### src/rtl/gf2m_inner_prod.sv
// GF(2^m) inner-product sequencer: streams operand pairs into a digit-serial multiplier and XOR-accumulates products.
// Optional one-entry operand prefetch when GF2M_IP_PREFETCH_EN is defined.
module gf2m_inner_prod #(
    parameter int unsigned WIDTH = 67,
    parameter int unsigned LEN_W = 8
) (
    input  logic             clk,
    input  logic             rst,
    input  logic             start,
    input  logic [LEN_W-1:0] len,
    input  logic             in_valid,
    output logic             in_ready,
    input  logic [WIDTH-1:0] in_a,
    input  logic [WIDTH-1:0] in_b,
    output logic             mul_start,
    output logic [WIDTH-1:0] mul_a,
    output logic [WIDTH-1:0] mul_b,
    input  logic             mul_done,
    input  logic [WIDTH-1:0] mul_c,
    output logic             busy,
    output logic             done,
    output logic [WIDTH-1:0] acc_out
);

    typedef enum logic [2:0] {
        S_IDLE  = 3'd0,
        S_FETCH = 3'd1,
        S_ISSUE = 3'd2,
        S_WAIT  = 3'd3,
        S_FIN   = 3'd4
    } state_t;

    state_t             r_state;
    state_t             w_state_nxt;
    logic [LEN_W-1:0]   r_len;
    logic [LEN_W-1:0]   w_len_nxt;
    logic [LEN_W-1:0]   r_cnt;
    logic [LEN_W-1:0]   w_cnt_nxt;
    logic [WIDTH-1:0]   r_acc;
    logic [WIDTH-1:0]   w_acc_nxt;
    logic [WIDTH-1:0]   r_mul_a;
    logic [WIDTH-1:0]   w_a_nxt;
    logic [WIDTH-1:0]   r_mul_b;
    logic [WIDTH-1:0]   w_b_nxt;
    logic               r_in_ready;
    logic               w_ready_nxt;
    logic               r_mul_start;
    logic               w_mul_start_nxt;
    logic               r_busy;
    logic               w_busy_nxt;
    logic               r_done;
    logic               w_done_nxt;
    logic               w_hs;
    logic               w_last;

`ifdef GF2M_IP_PREFETCH_EN
    // Prefetch entry plus a count of pairs accepted so far (caps intake at len).
    logic [WIDTH-1:0]   r_pf_a;
    logic [WIDTH-1:0]   w_pf_a_nxt;
    logic [WIDTH-1:0]   r_pf_b;
    logic [WIDTH-1:0]   w_pf_b_nxt;
    logic               r_pf_full;
    logic               w_pf_full_nxt;
    logic [LEN_W-1:0]   r_taken;
    logic [LEN_W-1:0]   w_taken_nxt;
`endif

    assign w_hs   = in_valid & r_in_ready;
    assign w_last = (r_cnt == (r_len - LEN_W'(1)));

    // Next-state, datapath and registered-output decode.
    always_comb begin
        w_state_nxt = r_state;
        w_len_nxt   = r_len;
        w_cnt_nxt   = r_cnt;
        w_acc_nxt   = r_acc;
        w_a_nxt     = r_mul_a;
        w_b_nxt     = r_mul_b;
`ifdef GF2M_IP_PREFETCH_EN
        w_pf_a_nxt    = r_pf_a;
        w_pf_b_nxt    = r_pf_b;
        w_pf_full_nxt = r_pf_full;
        w_taken_nxt   = r_taken;
`endif

        case (r_state)
            S_IDLE: begin
                if (start) begin
                    w_len_nxt   = len;
                    w_acc_nxt   = '0;
                    w_cnt_nxt   = '0;
`ifdef GF2M_IP_PREFETCH_EN
                    w_taken_nxt   = '0;
                    w_pf_full_nxt = 1'b0;
`endif
                    w_state_nxt = (len == '0) ? S_FIN : S_FETCH;
                end
            end
            S_FETCH: begin
                if (w_hs) begin
                    w_a_nxt     = in_a;
                    w_b_nxt     = in_b;
`ifdef GF2M_IP_PREFETCH_EN
                    w_taken_nxt = r_taken + LEN_W'(1);
`endif
                    w_state_nxt = S_ISSUE;
                end
            end
            S_ISSUE: begin
                w_state_nxt = S_WAIT;
`ifdef GF2M_IP_PREFETCH_EN
                if (w_hs) begin
                    w_pf_a_nxt    = in_a;
                    w_pf_b_nxt    = in_b;
                    w_pf_full_nxt = 1'b1;
                    w_taken_nxt   = r_taken + LEN_W'(1);
                end
`endif
            end
            S_WAIT: begin
                if (mul_done) begin
                    w_acc_nxt = r_acc ^ mul_c;
                    w_cnt_nxt = r_cnt + LEN_W'(1);
                    if (w_last) begin
                        w_state_nxt = S_FIN;
                    end else begin
`ifdef GF2M_IP_PREFETCH_EN
                        // A pair arriving together with mul_done bypasses the entry.
                        if (r_pf_full) begin
                            w_a_nxt       = r_pf_a;
                            w_b_nxt       = r_pf_b;
                            w_pf_full_nxt = 1'b0;
                            w_state_nxt   = S_ISSUE;
                        end else if (w_hs) begin
                            w_a_nxt     = in_a;
                            w_b_nxt     = in_b;
                            w_taken_nxt = r_taken + LEN_W'(1);
                            w_state_nxt = S_ISSUE;
                        end else begin
                            w_state_nxt = S_FETCH;
                        end
`else
                        w_state_nxt = S_FETCH;
`endif
                    end
                end
`ifdef GF2M_IP_PREFETCH_EN
                else if (w_hs) begin
                    w_pf_a_nxt    = in_a;
                    w_pf_b_nxt    = in_b;
                    w_pf_full_nxt = 1'b1;
                    w_taken_nxt   = r_taken + LEN_W'(1);
                end
`endif
            end
            S_FIN: begin
                w_state_nxt = S_IDLE;
            end
            default: begin
                w_state_nxt = S_IDLE;
            end
        endcase

        w_busy_nxt      = (w_state_nxt != S_IDLE);
        w_done_nxt      = (w_state_nxt == S_FIN);
        w_mul_start_nxt = (w_state_nxt == S_ISSUE);
`ifdef GF2M_IP_PREFETCH_EN
        w_ready_nxt = (w_state_nxt == S_FETCH) |
                      (((w_state_nxt == S_ISSUE) | (w_state_nxt == S_WAIT)) &
                       ~w_pf_full_nxt & (w_taken_nxt < w_len_nxt));
`else
        w_ready_nxt = (w_state_nxt == S_FETCH);
`endif
    end

    // State and output registers.
    always_ff @(posedge clk) begin
        if (rst) begin
            r_state     <= S_IDLE;
            r_len       <= '0;
            r_cnt       <= '0;
            r_acc       <= '0;
            r_mul_a     <= '0;
            r_mul_b     <= '0;
            r_in_ready  <= 1'b0;
            r_mul_start <= 1'b0;
            r_busy      <= 1'b0;
            r_done      <= 1'b0;
`ifdef GF2M_IP_PREFETCH_EN
            r_pf_a      <= '0;
            r_pf_b      <= '0;
            r_pf_full   <= 1'b0;
            r_taken     <= '0;
`endif
        end else begin
            r_state     <= w_state_nxt;
            r_len       <= w_len_nxt;
            r_cnt       <= w_cnt_nxt;
            r_acc       <= w_acc_nxt;
            r_mul_a     <= w_a_nxt;
            r_mul_b     <= w_b_nxt;
            r_in_ready  <= w_ready_nxt;
            r_mul_start <= w_mul_start_nxt;
            r_busy      <= w_busy_nxt;
            r_done      <= w_done_nxt;
`ifdef GF2M_IP_PREFETCH_EN
            r_pf_a      <= w_pf_a_nxt;
            r_pf_b      <= w_pf_b_nxt;
            r_pf_full   <= w_pf_full_nxt;
            r_taken     <= w_taken_nxt;
`endif
        end
    end

    assign in_ready  = r_in_ready;
    assign mul_start = r_mul_start;
    assign mul_a     = r_mul_a;
    assign mul_b     = r_mul_b;
    assign busy      = r_busy;
    assign done      = r_done;
    assign acc_out   = r_acc;

endmodule

### config.mk
export PLATFORM = sky130hd
export DESIGN_NAME = gf2m_inner_prod
export DESIGN_NICKNAME = d
export VERILOG_FILES = /design/src/rtl/gf2m_inner_prod.sv
export SDC_FILE = /design/constraint.sdc
export NUM_CORES = 1
export LEC_CHECK = 0
export CORE_AREA = 2 2 164 166
export CTS_CLUSTER_SIZE = 14
export DETAILED_ROUTE_END_ITERATION = 10
export DIE_AREA = 0 0 166 168
export PLACE_DENSITY_LB_ADDON = 0.08
export SETUP_SLACK_MARGIN = 0.05
export SLEW_MARGIN = 20
export SYNTH_ARGS = -nofsm -noshare
export SYNTH_HDL_FRONTEND = slang
export SYNTH_SLANG_ARGS = --single-unit
### constraint.sdc
create_clock -name clk -period 1.9 [get_ports clk]
set_input_delay 0.285 -clock clk [delete_from_list [all_inputs] [get_ports clk]]
set_output_delay 0.285 -clock clk [all_outputs]
set_load 0.1 [all_outputs]
==> results.md <==
- Share of layout cells above drive strength 1: 22.2%
- Clock transition at the registers of the reported paths: approximately 60 ps
- Setup ws final: -84.9 ps
- Post-Synthesis Net Count: 1229
- Depth of the worst register-to-register path: 8
- Sequential share of power: 38.1%
- Post-Synthesis Cell Area: 8240 um^2
- PwrDens: between 900 and 1000 nW/um^2
- Post-route DRC: 0
- Gr ovfl total: 0
- Post-Place Cells: 1758
- Largest net degree at the start of global routing: 110
- Worst Tran Pin Value: roughly 600 ps
- Crit. Startpoint: r_len[0]$_SDFFE_PP0P_
- DP Worst Slack: -200 ps
- Final Util: 52.1%
- Status: complete, but fails checks
- Main synth FF type: dfxtp_1
- Share of the synthesized area in the top cell type: 54.4%
- Final Max Slew Viols: 0
- CTS buffer count: 27
- Crit start category: flip-flop
- TritonCTS clock tree: built
- Vias per std cell: 4.45
- First drt pass iteration count: 6
- Worst-skew pair later-pin latency: 520 ps
- DPL Wire Length: about 19 mm
- Critical Path Sink: in_ready$_SDFF_PP0_
- Worst Path Required: 2310 ps
- Clk pwr share: 42.0%
- Top-count cell post-synth: nand2_1
- Final setup vio count: 3
- Syn Inst Count: 1013
- Yosys reg bits: roughly 220
- Hold/Removal Path Class: input port to flip-flop
- Failing checks: setup timing
- Seq/Total Area, Yosys: around 54%
- Final std cells w/o fill: 1807
- Minimum clock period after layout: 1980 ps
- Most common library cells after synthesis: nand2_1, dfxtp_1, a21oi_1, nor2_1, xor2_1
- Post-synth EDFFs: 0
- Average routed wire per standard cell: 14.9 um
- RD Place Congestion: 0.775
- Core area: 26400 um^2
- Initial DRC Count: 320
- Top post-synthesis cells by area: dfxtp_1, nand2_1, a21oi_1
- Unique masters post-synth: 38
- Switching pwr: 3.79 mW
- Root buf cell: clkbuf_16
- I/O Pins: between 400 and 500
- Max VDD drop: about 0.00056 V
- Die area: 27900 um^2
- Internal Power: 9.23 mW
- # diodes: 0
- GRT Overall Usage: 18.3%
- Worst EP arrival: 2400 ps
- Fmax: roughly 0.50 GHz
- Crit Path Max Fanout: 4
- Crit end category: flip-flop
- YS warnings: 0
- Crit share post-route: 104%
- Worst r2r src: r_len[0]$_SDFFE_PP0P_
- Final Hold Fails: 0
- R2r setup slk: -80 ps
- Postcts setup bufs: 0
- DIE WIDTH: roughly 170 um
- Post-DP Area: 12700 um^2
- First-pass GRT wire length: 42.0 mm
- Clk_skew: 6.90 ps
- Vias: 8034
- Area Overhead vs Synth: 66.5%
- Port Buffer Count: 418
- Vias in the first global route: about 7800
- TritonCTS Sinks: 224
- Leakage Power: 5.63 nW
- Largest area contributor in the netlist: dfxtp_1
- Antenna Nets Post-Route: 0
- R2r endpoint: in_ready$_SDFF_PP0_
- FP Rows: 60
- Slew Limit Headroom: 60.8%
- Share of synthesized flip-flops with an asynchronous set or reset: 0%
- Post-Layout Inst Area: 13700 um^2
- Initial antenna violation count: 0
- Worst hold start: rst
- CTS Buffer Depth: 3
- Starting Density: 31.3%
- RSZ-0062 raised after global routing: yes
- Nets: 1662
- CP Class: flip-flop to flip-flop
- H-tree depth: 1
- Die Ht: 168 um
- Sw Ratio: 29.1%
- Syn Area/Cell: 8.13 um^2
- WL final: 26.9 mm
- Combinational share of power: 19.8%
- MaxCap Viol Count: 0
worst max-delay path: stages (launching register included):
cell and delay (ps):
dfxtp_2 360, buf_4 120, inv_1 60, ha_4 180, xor2_1 130, o21ai_0 260
o22ai_2 140, or4_4 460, and3_4 160
layout make-up:
type | instances | area [um^2]
flip-flops and latches | 224 | 4490
well taps | 341 | 427
repair buffers | 468 | 4250
inverters | 4 | 15.0
multi-input cells | 721 | 3580
clock buffers | 38 | 797
clock inverters | 11 | 164
fillers | 2530 | 12600
registers in the layout (all words and copies together), names as in the netlist, 3 cells and up:
register  count
mul_b        67
r_state       3
r_cnt         8
acc_out      67
r_len         8
mul_a        67
worst min path at each step:
stage / to / slack [ps] / cells past startpoint
floorplan: r_len[7]$_SDFFE_PP0P_ / 420 / 2
global placement: mul_a[13]$_SDFFE_PP0P_ / 440 / 2
detailed placement: mul_a[5]$_SDFFE_PP0P_ / 450 / 2
CTS: r_len[0]$_SDFFE_PP0P_ / 80 / 2
global route: done$_SDFF_PP0_ / 100 / 2
finish: r_state[0]$_SDFF_PP0_ / 110 / 2
metal layers:
layer  vias to the layer above  wire length [um]  GRT usage (%)
met5                         -                 0              0
met4                         0               607           5.07
met3                        39              2460           6.56
met2                       277             13400           32.2
met1                      3635             10500           21.0
li1                       4083                 -              -
placed cells by master, fill, tap and decap left out, types with 2 or more instances in the layout:
cell type / instances
nand2_1: 358
buf_4: 239
dfxtp_1: 220
clkdlybuf4s50_1: 212
a21oi_1: 146
nor2_1: 82
xor2_1: 74
clkbuf_16: 27
buf_12: 16
clkbuf_8: 8
xnor2_1: 7
inv_1: 4
bufinv_16: 4
clkinv_2: 4
nand3_1: 3
nor2b_1: 3
and3_1: 3
nand4_1: 3
nor3_1: 3
clkbuf_1: 3
dfxtp_2: 3
or2_2: 2
or4_1: 2
clkinvlp_4: 2
stage by stage:
stage / setup TNS [ps] / total power [mW] / hold slack (ps)
2_1_floorplan: 0 / 6.66 / 421
3_3_place_gp: -12400 / 7.61 / 442
3_5_place_dp: -13750 / 7.62 / 447
4_1_cts: -71.4 / 13.2 / 80.7
5_1_grt: -501 / 13.5 / 102
6_report: -164 / 13.0 / 108
repair_timing:
action,4_1_cts,5_1_grt
hold endpoints to repair,0,0
pin swaps,1,4
hold buffers,0,0
cloned,0,0
endpoints found under the setup margin,3,41
gates resized for setup,3,16
kinds of logic (layout without fill, tap and decap cells):
kind of cell               after synthesis  after routing  synth area share, %
and+or+nand+nor                        477            477                 23.0
DFF                                    224            224                 54.4
AOI/OAI and AO/OA                      159            159                 10.0
xor gates and xnor gates                82             82                 8.72
buffers and inverters                   68            521                 3.43
adders and majority gates                2              2                0.304
muxes                                    1              1                0.121
power groups by stage:
stage	Combinational, mW	Clock (mW)	Sequential, mW
finish	2.58	5.48	4.97
global route	2.72	5.82	4.99
CTS	2.57	5.65	4.97
detailed placement	2.56	0	5.07
global placement	2.55	0	5.06
floorplan	0.526	0	6.13
Power figures use the tool's default switching activity.
